$ cat src/rtl/memory_stage_if.sv
// EX/MEM inputs, data-memory port, stall and MEM/WB outputs of the memory stage.
// master is the stage itself; slave is whatever surrounds it (pipeline + memory).
interface memory_stage_if #(parameter int WORD_W = 32);
    logic              m_valid;
    logic              m_dREN;
    logic              m_dWEN;
    logic              m_RegWrite;
    logic              m_halt;
    logic [1:0]        m_MemToReg;
    logic [4:0]        m_regWSEL;
    logic [WORD_W-1:0] m_port_o;
    logic [WORD_W-1:0] m_memstore;
    logic [WORD_W-1:0] m_pc4;
    logic [WORD_W-1:0] m_lui;

    logic              dmemREN;
    logic              dmemWEN;
    logic [WORD_W-1:0] dmemaddr;
    logic [WORD_W-1:0] dmemstore;
    logic              dhit;
    logic [WORD_W-1:0] dmemload;

    logic              mem_stall;

    logic              w_valid;
    logic              w_RegWrite;
    logic [4:0]        w_regWSEL;
    logic [WORD_W-1:0] w_wdat;
    logic              w_halt;

    modport master (
        input  m_valid, m_dREN, m_dWEN, m_RegWrite, m_halt, m_MemToReg, m_regWSEL,
               m_port_o, m_memstore, m_pc4, m_lui, dhit, dmemload,
        output dmemREN, dmemWEN, dmemaddr, dmemstore, mem_stall,
               w_valid, w_RegWrite, w_regWSEL, w_wdat, w_halt
    );

    modport slave (
        output m_valid, m_dREN, m_dWEN, m_RegWrite, m_halt, m_MemToReg, m_regWSEL,
               m_port_o, m_memstore, m_pc4, m_lui, dhit, dmemload,
        input  dmemREN, dmemWEN, dmemaddr, dmemstore, mem_stall,
               w_valid, w_RegWrite, w_regWSEL, w_wdat, w_halt
    );
endinterface

$ cat src/rtl/memory_stage.sv
// Pipeline MEM stage: one outstanding data-memory access at a time, stalling upstream
// until dhit, then loading the MEM/WB register. A valid halt parks the stage until reset.
module memory_stage #(
    parameter int WORD_W = 32
) (
    input logic           CLK,
    input logic           RST,
    memory_stage_if.master bus
);
    typedef enum logic [1:0] {IDLE, WAIT, DONE, HALTED} state_t;

    state_t            state, state_nx;
    logic [WORD_W-1:0] addr_q;
    logic [WORD_W-1:0] data_q;
    logic              store_q;
    logic [WORD_W-1:0] load_buf;
    logic              mem_op;
    logic              wb_load;
    logic [WORD_W-1:0] wdat_nx;

    always_comb begin
        mem_op        = bus.m_valid & (bus.m_dREN | bus.m_dWEN);
        state_nx      = state;
        wb_load       = 1'b0;
        bus.dmemREN   = 1'b0;
        bus.dmemWEN   = 1'b0;
        bus.dmemaddr  = '0;
        bus.dmemstore = '0;
        case (state)
            IDLE: begin
                if (mem_op) begin
                    state_nx = WAIT;
                end else begin
                    wb_load = 1'b1;
                    if (bus.m_valid & bus.m_halt) state_nx = HALTED;
                end
            end
            WAIT: begin
                // A store wins when both enables are set.
                bus.dmemREN   = ~store_q;
                bus.dmemWEN   = store_q;
                bus.dmemaddr  = addr_q;
                bus.dmemstore = data_q;
                if (bus.dhit) state_nx = DONE;
            end
            DONE: begin
                wb_load  = 1'b1;
                state_nx = (bus.m_valid & bus.m_halt) ? HALTED : IDLE;
            end
            default: state_nx = HALTED;
        endcase

        // Under reset the state is treated as IDLE for stall purposes.
        if (RST) bus.mem_stall = mem_op;
        else     bus.mem_stall = ((state == IDLE) & mem_op) | (state == WAIT);

        case (bus.m_MemToReg)
            2'b00:   wdat_nx = bus.m_port_o;
            2'b01:   wdat_nx = load_buf;
            2'b10:   wdat_nx = bus.m_pc4;
            default: wdat_nx = bus.m_lui;
        endcase
    end

    always_ff @(posedge CLK) begin
        if (RST) begin
            state          <= IDLE;
            addr_q         <= '0;
            data_q         <= '0;
            store_q        <= 1'b0;
            load_buf       <= '0;
            bus.w_valid    <= 1'b0;
            bus.w_RegWrite <= 1'b0;
            bus.w_regWSEL  <= '0;
            bus.w_wdat     <= '0;
            bus.w_halt     <= 1'b0;
        end else begin
            state <= state_nx;
            if (state == IDLE && mem_op) begin
                addr_q  <= {bus.m_port_o[WORD_W-1:2], 2'b00};
                data_q  <= bus.m_memstore;
                store_q <= bus.m_dWEN;
            end
            if (state == WAIT && bus.dhit && !store_q)
                load_buf <= bus.dmemload;
            if (wb_load) begin
                bus.w_valid    <= bus.m_valid;
                bus.w_RegWrite <= bus.m_RegWrite & bus.m_valid;
                bus.w_regWSEL  <= bus.m_regWSEL;
                bus.w_wdat     <= wdat_nx;
                bus.w_halt     <= bus.m_valid & bus.m_halt;
            end else if (state == HALTED) begin
                bus.w_valid    <= 1'b0;
                bus.w_RegWrite <= 1'b0;
                bus.w_halt     <= 1'b1;
            end
        end
    end
endmodule

$ cat src/flat_wrapper.sv
// flat-port wrapper written by rule: the top's interface ports become plain ports
module memory_stage_flat 
#(
    parameter int WORD_W = 32
)
  (CLK, RST, bus_m_valid, bus_m_dREN, bus_m_dWEN, bus_m_RegWrite, bus_m_halt, bus_m_MemToReg, bus_m_regWSEL, bus_m_port_o, bus_m_memstore, bus_m_pc4, bus_m_lui, bus_dhit, bus_dmemload, bus_dmemREN, bus_dmemWEN, bus_dmemaddr, bus_dmemstore, bus_mem_stall, bus_w_valid, bus_w_RegWrite, bus_w_regWSEL, bus_w_wdat, bus_w_halt);
  memory_stage_if #(.WORD_W(WORD_W)) bus_i ();
  input logic CLK;
  input logic RST;
  input wire logic [$bits(bus_i.m_valid)-1:0] bus_m_valid;
  input wire logic [$bits(bus_i.m_dREN)-1:0] bus_m_dREN;
  input wire logic [$bits(bus_i.m_dWEN)-1:0] bus_m_dWEN;
  input wire logic [$bits(bus_i.m_RegWrite)-1:0] bus_m_RegWrite;
  input wire logic [$bits(bus_i.m_halt)-1:0] bus_m_halt;
  input wire logic [$bits(bus_i.m_MemToReg)-1:0] bus_m_MemToReg;
  input wire logic [$bits(bus_i.m_regWSEL)-1:0] bus_m_regWSEL;
  input wire logic [$bits(bus_i.m_port_o)-1:0] bus_m_port_o;
  input wire logic [$bits(bus_i.m_memstore)-1:0] bus_m_memstore;
  input wire logic [$bits(bus_i.m_pc4)-1:0] bus_m_pc4;
  input wire logic [$bits(bus_i.m_lui)-1:0] bus_m_lui;
  input wire logic [$bits(bus_i.dhit)-1:0] bus_dhit;
  input wire logic [$bits(bus_i.dmemload)-1:0] bus_dmemload;
  output wire logic [$bits(bus_i.dmemREN)-1:0] bus_dmemREN;
  output wire logic [$bits(bus_i.dmemWEN)-1:0] bus_dmemWEN;
  output wire logic [$bits(bus_i.dmemaddr)-1:0] bus_dmemaddr;
  output wire logic [$bits(bus_i.dmemstore)-1:0] bus_dmemstore;
  output wire logic [$bits(bus_i.mem_stall)-1:0] bus_mem_stall;
  output wire logic [$bits(bus_i.w_valid)-1:0] bus_w_valid;
  output wire logic [$bits(bus_i.w_RegWrite)-1:0] bus_w_RegWrite;
  output wire logic [$bits(bus_i.w_regWSEL)-1:0] bus_w_regWSEL;
  output wire logic [$bits(bus_i.w_wdat)-1:0] bus_w_wdat;
  output wire logic [$bits(bus_i.w_halt)-1:0] bus_w_halt;
  assign bus_i.m_valid = bus_m_valid;
  assign bus_i.m_dREN = bus_m_dREN;
  assign bus_i.m_dWEN = bus_m_dWEN;
  assign bus_i.m_RegWrite = bus_m_RegWrite;
  assign bus_i.m_halt = bus_m_halt;
  assign bus_i.m_MemToReg = bus_m_MemToReg;
  assign bus_i.m_regWSEL = bus_m_regWSEL;
  assign bus_i.m_port_o = bus_m_port_o;
  assign bus_i.m_memstore = bus_m_memstore;
  assign bus_i.m_pc4 = bus_m_pc4;
  assign bus_i.m_lui = bus_m_lui;
  assign bus_i.dhit = bus_dhit;
  assign bus_i.dmemload = bus_dmemload;
  assign bus_dmemREN = bus_i.dmemREN;
  assign bus_dmemWEN = bus_i.dmemWEN;
  assign bus_dmemaddr = bus_i.dmemaddr;
  assign bus_dmemstore = bus_i.dmemstore;
  assign bus_mem_stall = bus_i.mem_stall;
  assign bus_w_valid = bus_i.w_valid;
  assign bus_w_RegWrite = bus_i.w_RegWrite;
  assign bus_w_regWSEL = bus_i.w_regWSEL;
  assign bus_w_wdat = bus_i.w_wdat;
  assign bus_w_halt = bus_i.w_halt;
  memory_stage #(.WORD_W(WORD_W)) u_core (.CLK(CLK), .RST(RST), .bus(bus_i));
endmodule
$ cat config.mk
export PLATFORM = sky130hd
export DESIGN_NAME = memory_stage_flat
export DESIGN_NICKNAME = d
export VERILOG_FILES = /design/src/rtl/memory_stage_if.sv /design/src/rtl/memory_stage.sv /design/src/flat_wrapper.sv
export SDC_FILE = /design/constraint.sdc
export NUM_CORES = 1
export LEC_CHECK = 0
export BUFFER_PORTS_ARGS = -buffer_cell sky130_fd_sc_hd__buf_2
export CAP_MARGIN = 20
export CORE_MARGIN = 1.5
export CORE_UTILIZATION = 33
export DETAILED_ROUTE_END_ITERATION = 12
export REMOVE_ABC_BUFFERS = 1
export SETUP_SLACK_MARGIN = 0.4
export SYNTH_ARGS = -nofsm -noshare
export SYNTH_HDL_FRONTEND = slang
export SYNTH_SLANG_ARGS = --single-unit
$ cat constraint.sdc
create_clock -name CLK -period 2.88 [get_ports CLK]
set_input_delay 0.576 -clock CLK [delete_from_list [all_inputs] [get_ports CLK]]
set_output_delay 0.576 -clock CLK [all_outputs]
set_load 0.005 [all_outputs]
==> results by group, run 1 <==
Routing
  – Wire length after detailed routing: 18200 µm
  – Final routed wire length divided by cell count: 15.8 µm
  – Drt pass-1 iters: 5
  – Via count: 5503
  – Number of nets with antenna violations after detailed routing: 0
  – Detail-routed via count per cell: 4.79
  – Drt first-iter violations: 225
  – DRC errors left: 0

Yosys
  – Number of enable-type register cells in the synthesized netlist: 0
  – Share of synthesized area occupied by flip-flops and latches: 45.1%
  – Post-synthesis sequential element count: 137
  – Total standard cell area after synthesis: 6080 µm²
  – Number of warning messages in the yosys log: 0
  – Average footprint of a synthesized cell: 9.37 µm²
  – Ys flop type: dfxtp_1
  – FFs w/ async S/R, synth: 0%
  – Cell count after synthesis: 649
  – Count of cell types in the netlist: 33

GRT
  – First-pass GRT wire length: 28300 µm
  – Remaining global-route overflow: 0
  – Initial antenna violation count: 1
  – Largest net degree at the start of global routing: 63
  – Overall routing resource usage: 18.7%
  – Number of global-route vias before repair: 5244

Min path
  – Launch point of the worst hold path: bus_dmemload[18]
  – Hold Path Depth: 3
  – Sink of the worst hold path: u_core.load_buf[18]
  – Class of the tightest hold or removal check: in2reg

CTS
  – Number of buffers created by CTS: 17
  – Sink count of the clock tree: 137
  – CTS H-tree lvls: 4
  – Insertion delay to the later sink of the worst-skew pair: 0.41 ns
  – Hold buffer count at cts: 0
  – Number of buffers on the longest clock path: 2
  – CTS tree: built
  – Clk root buf: clkbuf_16
  – Clock transition at the register clock pins on the worst setup and hold paths after CTS: 0.06 ns

Die
  – I/O pin count: 282
  – Die Span X: 139 µm
  – Row count: 49
  – Total die area: 19200 µm²
  – Effective utilization at floorplan: 33.7%
  – Die extent in y: 139 µm
  – Core Box Area: 18000 µm²

Pwr
  – Power, Total: 5.02 mW
  – Lkg Pwr: 3.66 nW
  – IR drop worst, VDD: 384 µV
  – Pwr/cell area: 623 nW/µm²

STA
  – Least-Margin Pin Slew: 0.941 ns
  – Hold slack final: 0.391 ns
  – Total Negative Setup Slacks: 0 ns
  – Final period utilization: 80.1%
  – Min setup slack post-route: 0.574 ns
  – Unrepaired setup endpoints after global routing: false
  – Peak Freq: 434 MHz
  – Endpoints failing hold: 0
  – Worst Clk Skew: 0.00647 ns
  – Max-slew violation count: 0
  – Headroom to the max-slew limit: 37.1%
  – Shortest clock period the worst path allows after layout: 2.31 ns
  – Final count of negative-setup-slack endpoints: 0

Placed design
  – Placed cell count: 1116
  – Routability cong.: 0.777
  – HPWL after detailed placement: 13000 µm
  – Place WS: 0.719 ns
  – Port bufs: 279
  – Dpl cell area: 7470 µm²

Setup path
  – Worst flop-to-flop path endpoint: u_core.data_q[16]
  – Critical path required time: 2.30 ns
  – Kind of capture point of the worst setup path: output pin
  – Data arrival, critical path: 1.73 ns
  – Critical-path maximum fanout: 44
  – Launching point of the worst reg2reg path: u_core.state[1]
  – Critical path start-end classification: reg2out
  – Launching element type of the critical path: flip-flop
  – Depth of the worst register-to-register path: 4
  – R2R setup slack: 1.15 ns

Finish
  – Most common cell after layout, fill and taps aside: buf_2
  – Relative area change from synthesis to final layout: 32.7%
  – Fill cell instance count of the final layout: 1835
  – Nets@finish: 1081
  – Most frequent cells in the layout: buf_2, nand2_1, dfxtp_1, a21oi_1, and2_1
  – Ratio of cells with drive above 1 in the final layout: 40.2%
  – Post-route core utilization: 44.8%
  – Final Non-Filler Cells: 1149
  – Final cell area excluding filler cells: 8070 µm²

Run status
  – Run status: finished clean

Job
  – Max-capacitance violation count: 0
## where the power goes
group / switching (mW) / total (mW) / leakage, nW / internal, mW
sequential: 0.0736 / 2.10 / 1.12 / 2.03
clock: 0.844 / 2.19 / 0.285 / 1.34
combinational: 0.385 / 0.733 / 2.25 / 0.348
total: 1.30 / 5.02 / 3.66 / 3.72
## metal layers
layer  routed length, µm  vias up  part of all wire (%)  global-route usage [%]
met5                   0        -                     0                       0
met1                7920     2560                    44                    23.9
met3                1260       11                   6.9                    4.77
li1                    -     2720                     -                       -
met2                8830      212                    49                    30.7
met4                 169        0                  0.93                    6.41
## timing repair
item,in CTS,in global routing
gates resized for setup,2,0
setup buffers,0,0
setup endpoints to repair,44,0
## registers in the layout, indices dropped and copies added, names as in the netlist
signal and cells:
u_core.store_q 1, u_core.addr_q 30, u_core.load_buf 32, u_core.state 2, u_core.data_q 32, u_core.bus.w_halt 1, u_core.bus.w_valid 1, u_core.bus.w_regWSEL 5
u_core.bus.w_wdat 32, u_core.bus.w_RegWrite 1
## worst max path at each step
stage,from,end
floorplan,bus_m_dWEN,u_core.addr_q[10]
global placement,u_core.state[0],bus_dmemstore[4]
detailed placement,u_core.state[0],bus_dmemstore[27]
CTS,u_core.state[0],bus_dmemstore[27]
global route,u_core.state[0],bus_dmemstore[28]
finish,u_core.state[0],bus_dmemstore[27]
## cell usage after synthesis, types with 2 or more instances
master,number,area [µm²]
buf_2,6,30.0
buf_1,3,11.3
and2_1,63,394
a22o_1,31,272
o32ai_1,2,17.5
dfxtp_1,137,2740
nand2b_1,2,12.5
inv_1,3,11.3
buf_6,26,293
buf_4,6,45.0
a21oi_1,103,515
nand2_1,202,758
mux4_2,32,721
clkbuf_1,14,52.6
## logic make-up after synthesis
group                  count (synthesis)  share of synthesized area (%)
and+or+nand+nor                      276                           21.0
AOI/OAI and AO/OA                    145                           14.7
DFF                                  137                           45.1
buffers and inverters                 58                           7.29
muxes                                 32                           11.9
other                                  1                         0.0617
## layout make-up
type | instances | area, µm² | share of cell area (%)
Timing Repair Buffer | 292 | 1530 | 19.0
Clock inverter | 11 | 120 | 1.49
Clock buffer | 21 | 470 | 5.83
Inverter | 3 | 11.3 | 0.140
Multi-Input combinational cell | 455 | 2900 | 35.9
Tap cell | 229 | 287 | 3.55
Antenna cell | 1 | 2.50 | 0.0310
Sequential cell | 137 | 2740 | 34.0
## worst max-delay path: stages, from the launching register on
cell	delay, ns
dfxtp_2	0.47
and2b_4	0.36
buf_12	0.22
and2_1	0.15
buf_2	0.11
No activity file was read; power rests on OpenSTA's default activity.
==> run 2, diff against run 1 <==
Clock period 2.88 ns to 2.3 ns, I/O delays scaled along.
==> results by group, run 2 (synthesized netlist as in run 1, its figures left out) <==
Setup path
  – Critical path start-end classification: reg2out
  – Critical path required time: 1.84 ns (-0.46 ns)
  – Launching element type of the critical path: flip-flop
  – R2R setup slack: 0.54 ns (-0.61 ns)
  – Worst flop-to-flop path endpoint: u_core.bus.w_wdat[31]
  – Worst setup path endpoint: bus_dmemWEN
  – Launching point of the worst reg2reg path: u_core.state[1]
  – Depth of the worst register-to-register path: 5 (+1)
  – Data arrival, critical path: 1.53 ns (-0.20 ns)
  – Startpoint of the most critical setup path: u_core.state[1]
  – Kind of capture point of the worst setup path: output pin
  – Critical-path maximum fanout: 22 (-50%)

STA
  – Least-Margin Pin Slew: 0.910 ns (-0.0315 ns)
  – Max-slew violation count: 0 (unchanged)
  – Worst Clk Skew: 0.00814 ns (+0.00167 ns)
  – Endpoints failing hold: 0 (unchanged)
  – Headroom to the max-slew limit: 39.2% (+2.1 points)
  – Peak Freq: 503 MHz
  – Final count of negative-setup-slack endpoints: 0 (unchanged)
  – Shortest clock period the worst path allows after layout: 1.99 ns
  – Total Negative Setup Slacks: 0 ns (unchanged)
  – Final period utilization: 86.4%
  – Min setup slack post-route: 0.314 ns (-0.261 ns)
  – Unrepaired setup endpoints after global routing: true

Die
  – Row count: 49 (unchanged)
  – Die Span X: 139 µm (unchanged)
  – I/O pin count: 282 (unchanged)
  – Die extent in y: 139 µm (unchanged)
  – Core Box Area: 18000 µm² (unchanged)
  – Total die area: 19200 µm² (unchanged)
  – Effective utilization at floorplan: 33.7% (unchanged)

Placed design
  – Port bufs: 279 (unchanged)
  – Place WS: 0.330 ns (-0.389 ns)
  – Routability cong.: 0.817 (+5.2%)
  – Placed cell count: 1117 (+0.090%)
  – HPWL after detailed placement: 12700 µm (-2.8%)

Routing
  – Drt first-iter violations: 192 (-15%)
  – Wire length after detailed routing: 18200 µm (about the same)
  – DRC errors left: 0 (unchanged)
  – Number of nets with antenna violations after detailed routing: 0 (unchanged)
  – Final routed wire length divided by cell count: 15.8 µm (about the same)
  – Detail-routed via count per cell: 4.74 (-1.0%)
  – Drt pass-1 iters: 6 (+1)
  – Via count: 5450 (-0.96%)

GRT
  – Remaining global-route overflow: 0 (unchanged)
  – Number of global-route vias before repair: 5230 (-0.27%)
  – Overall routing resource usage: 18.5% (-0.13 points)
  – Initial antenna violation count: 0 (-1)
  – Largest net degree at the start of global routing: 65 (+3.2%)
  – First-pass GRT wire length: 28100 µm (-0.56%)

CTS
  – Number of buffers created by CTS: 17 (unchanged)
  – CTS H-tree lvls: 4 (unchanged)
  – Clock transition at the register clock pins on the worst setup and hold paths after CTS: 0.06 ns (about the same)
  – Insertion delay to the later sink of the worst-skew pair: 0.41 ns (about the same)
  – CTS tree: built
  – Hold buffer count at cts: 0 (unchanged)
  – Clk root buf: clkbuf_16
  – Number of buffers on the longest clock path: 2 (unchanged)
  – Sink count of the clock tree: 137 (unchanged)

Finish
  – Ratio of cells with drive above 1 in the final layout: 40.4% (+0.24 points)
  – Most frequent cells in the layout: buf_2, nand2_1, dfxtp_1, a21oi_1, and2_1
  – Registers with the most flip-flops: u_core.bus.w_wdat x32, u_core.data_q x32, u_core.load_buf x32
  – Final Non-Filler Cells: 1150 (+0.087%)
  – Antenna diode count: 0 (-1)
  – Nets@finish: 1084 (+0.28%)
  – Relative area change from synthesis to final layout: 34.5%
  – Most common cell after layout, fill and taps aside: buf_2

Job
  – Max-capacitance violation count: 0 (unchanged)

Pwr
  – IR drop worst, VDD: 470 µV (+22%)
  – Pwr/cell area: 800 nW/µm² (+29%)
  – Lkg Pwr: 3.72 nW (+1.6%)

Run status
  – Run status: finished clean

Min path
  – Class of the tightest hold or removal check: in2reg
-- run 2: layer usage --
layer | share of wire, % | global-route usage [%] | up-vias
met1 | 44 | 23.4 | 2498
met3 | 6.9 | 5.18 | 17
met4 | 1.3 | 6.30 | 0
li1 | - | - | 2720
met2 | 48 | 30.6 | 215
met5 | 0 | 0 | -
-- run 2: cell type report --
class | instances | area, µm²
Timing Repair Buffer | 295 | 1600
Tap cell | 229 | 287
Clock buffer | 20 | 467
Sequential cell | 137 | 2750
Inverter | 3 | 11.3
Clock inverter | 11 | 169
Multi-Input combinational cell | 455 | 2900
Fill cell | 1836 | 9850
-- run 2: worst min-delay path by stage --
stage | cells past startpoint | start | slack (ns) | end
floorplan | 2 | u_core.addr_q[10] | 0.43 | u_core.addr_q[10]
global placement | 2 | u_core.data_q[28] | 0.44 | u_core.data_q[28]
detailed placement | 2 | u_core.addr_q[11] | 0.44 | u_core.addr_q[11]
CTS | 3 | bus_dmemload[0] | 0.26 | u_core.load_buf[0]
global route | 3 | bus_dmemload[30] | 0.27 | u_core.load_buf[30]
finish | 3 | bus_dmemload[0] | 0.28 | u_core.load_buf[0]
-- run 2: timing repair --
item                                    CTS  global route
endpoints found under the setup margin   81            63
setup buffers                             1             0
gates cloned                              0             1
resized for setup                         8             1
-- run 2: critical path, stage by stage (launching register included) --
cell       delay, ns
dfxtp_4         0.34
and2b_4         0.32
clkbuf_16       0.20
and2_1          0.12
buf_2           0.12
-- run 2: metrics by stage --
| stage | instance area [µm²] | power (mW) | util [%] | hold WS (ns) |
|---|---|---|---|---|
| floorplan | 5650 | 3.11 | - | 0.426 |
| global placement | 7480 | 3.60 | 41.5 | 0.437 |
| global route | 8180 | 6.83 | 45.4 | 0.272 |
| detailed placement | 7480 | 3.61 | 41.5 | 0.442 |
| finish | 8180 | 6.55 | 45.4 | 0.276 |
| CTS | 8150 | 6.60 | 45.2 | 0.257 |
-- run 2: power breakdown --
group	leakage (nW)	total (mW)	internal [mW]	switching, mW
logic	2.28	0.957	0.459	0.498
registers	1.12	2.62	2.54	0.0797
clock network	0.312	2.97	1.90	1.07
==> run 3, diff against run 2 <==
Settings changed: BUFFER_PORTS_ARGS -buffer_cell sky130_fd_sc_hd__buf_2 to not set, DONT_BUFFER_PORTS set to 1.
==> results by group, run 3 (synthesized netlist as in run 1, its figures left out) <==
Run status
  – Run status: finished clean

Placed design
  – Dpl cell area: 6040 µm² (-19%)
  – Routability cong.: 0.774 (-5.3%)
  – Port bufs: 0 (-100%)
  – HPWL after detailed placement: 11200 µm (-11%)

Die
  – Total die area: 19200 µm² (unchanged)
  – Core Box Area: 18000 µm² (unchanged)
  – Effective utilization at floorplan: 33.7% (unchanged)
  – Die Span X: 139 µm (unchanged)
  – Die extent in y: 139 µm (unchanged)
  – Row count: 49 (unchanged)
  – I/O pin count: 282 (unchanged)

Finish
  – Fill cell instance count of the final layout: 1830 (-0.33%)
  – Ratio of cells with drive above 1 in the final layout: 14.6% (-26 points)
  – Registers with the most flip-flops: u_core.bus.w_wdat x32, u_core.data_q x32, u_core.load_buf x32
  – Nets@finish: 800 (-26%)
  – Antenna diode count: 0 (unchanged)
  – Post-route core utilization: 37.1% (-8.3 points)
  – Most frequent cells in the layout: nand2_1, dfxtp_1, a21oi_1, and2_1, mux4_2
  – Most common cell after layout, fill and taps aside: nand2_1
  – Final cell area excluding filler cells: 6680 µm² (-18%)
  – Relative area change from synthesis to final layout: 9.92%

CTS
  – Clk root buf: clkbuf_16
  – Sink count of the clock tree: 137 (unchanged)
  – Number of buffers created by CTS: 17 (unchanged)
  – CTS H-tree lvls: 4 (unchanged)
  – Number of buffers on the longest clock path: 2 (unchanged)
  – CTS tree: built
  – Insertion delay to the later sink of the worst-skew pair: 0.41 ns (about the same)
  – Clock transition at the register clock pins on the worst setup and hold paths after CTS: 0.06 ns (about the same)

STA
  – Final period utilization: 83.8% (-2.6 points)
  – Total Negative Setup Slacks: 0 ns (unchanged)
  – Shortest clock period the worst path allows after layout: 1.93 ns (-0.0592 ns)
  – Worst Clk Skew: 0.00856 ns (+0.000423 ns)
  – Endpoints failing hold: 0 (unchanged)
  – Headroom to the max-slew limit: 36.6% (-2.6 points)
  – Final count of negative-setup-slack endpoints: 0 (unchanged)
  – Peak Freq: 519 MHz (+3.1%)
  – Least-Margin Pin Slew: 0.949 ns (+0.0392 ns)
  – Max-slew violation count: 0 (unchanged)
  – Unrepaired setup endpoints after global routing: true

GRT
  – Overall routing resource usage: 17.2% (-1.4 points)
  – Initial antenna violation count: 0 (unchanged)
  – Remaining global-route overflow: 0 (unchanged)
  – Number of global-route vias before repair: 4369 (-16%)
  – First-pass GRT wire length: 25500 µm (-9.4%)
  – Largest net degree at the start of global routing: 109 (+68%)

Setup path
  – Launching point of the worst reg2reg path: u_core.state[0]
  – Total buffers and inverters traversed by the critical path: 1 (-1)
  – Gate family responsible for the most delay along the worst path: simple AND/OR/NAND/NOR gates
  – Launching element type of the critical path: flip-flop
  – Delay of the slowest cell on the worst path: 0.37 ns (+0.03 ns)
  – Critical-path maximum fanout: 46 (+110%)
  – Worst-path cell with the longest stage delay: dfxtp_4
  – Startpoint of the most critical setup path: u_core.state[1]
  – Data arrival, critical path: 1.47 ns (-0.06 ns)
  – CP cell instances: and2b_4 -> buf_12 -> and2_1
  – Kind of capture point of the worst setup path: output pin
  – Critical path start-end classification: reg2out
  – Critical path required time: 1.84 ns (about the same)

Routing
  – Detail-routed via count per cell: 5.19 (+9.6%)
  – Drt pass-1 iters: 5 (-1)
  – Drt first-iter violations: 282 (+47%)
  – Via count: 4503 (-17%)
  – DRC errors left: 0 (unchanged)
  – Number of nets with antenna violations after detailed routing: 0 (unchanged)
  – Final routed wire length divided by cell count: 19.3 µm (+22%)
  – Wire length after detailed routing: 16700 µm (-8.1%)

Pwr
  – Power, Total: 6.00 mW (-8.3%)
  – Pwr/cell area: 898 nW/µm² (+12%)
  – IR drop worst, VDD: 520 µV (+11%)
  – Lkg Pwr: 2.41 nW (-35%)

Min path
  – Launch point of the worst hold path: RST
  – Class of the tightest hold or removal check: in2reg

Job
  – Max-capacitance violation count: 0 (unchanged)
## run 3: area by class of cell
| cell class | instances | area (µm²) | area share (%) |
|---|---|---|---|
| clock buffers | 19 | 443 | 6.63 |
| clock inverters | 13 | 144 | 2.15 |
| inverters | 3 | 11.3 | 0.169 |
| multi-input cells | 456 | 2920 | 43.7 |
| flip-flops and latches | 137 | 2750 | 41.1 |
| well taps | 229 | 287 | 4.29 |
| repair buffers | 10 | 129 | 1.93 |
## run 3: what timing repair did
item | in CTS | in global routing
setup endpoints to repair | 63 | 60
buffers inserted | 1 | 0
gates resized for setup | 9 | 4
gates cloned | 1 | 0
hold buffers | 0 | 0
## run 3: stage by stage
step / setup slack (ns) / cells / hold slack (ns)
after global placement: 0.482 / 833 / 0.432
after detailed placement: 0.453 / 833 / 0.437
after global routing: 0.296 / 867 / 0.0869
after floorplan: 0.260 / 595 / 0.426
final: 0.373 / 867 / 0.117
after CTS: 0.346 / 867 / 0.0914
## run 3: where the power goes
| part | total, mW | switching [mW] | internal, mW |
|---|---|---|---|
| Clock | 2.73 | 1.09 | 1.64 |
| Combinational | 0.618 | 0.333 | 0.285 |
| Sequential | 2.65 | 0.111 | 2.54 |
| Total | 6.00 | 1.54 | 4.47 |
## run 3: metal layers
layer	track usage, %	share of wire, %	up-vias
met3	5.70	8.1	9
met1	21.0	41	2138
met4	4.93	0.92	0
met2	28.8	50	207
li1	-	-	2149
met5	0	0	-
## run 3: path summary, 6_finish.rpt
kind	depth (start not counted)	to	slack, ns
setup / recovery	3	bus_dmemstore[14]	0.37
setup reg to reg	4	u_core.bus.w_wdat[10]	0.58
hold reg to reg	2	u_core.data_q[2]	0.45
hold / removal	1	u_core.bus.w_regWSEL[3]	0.12
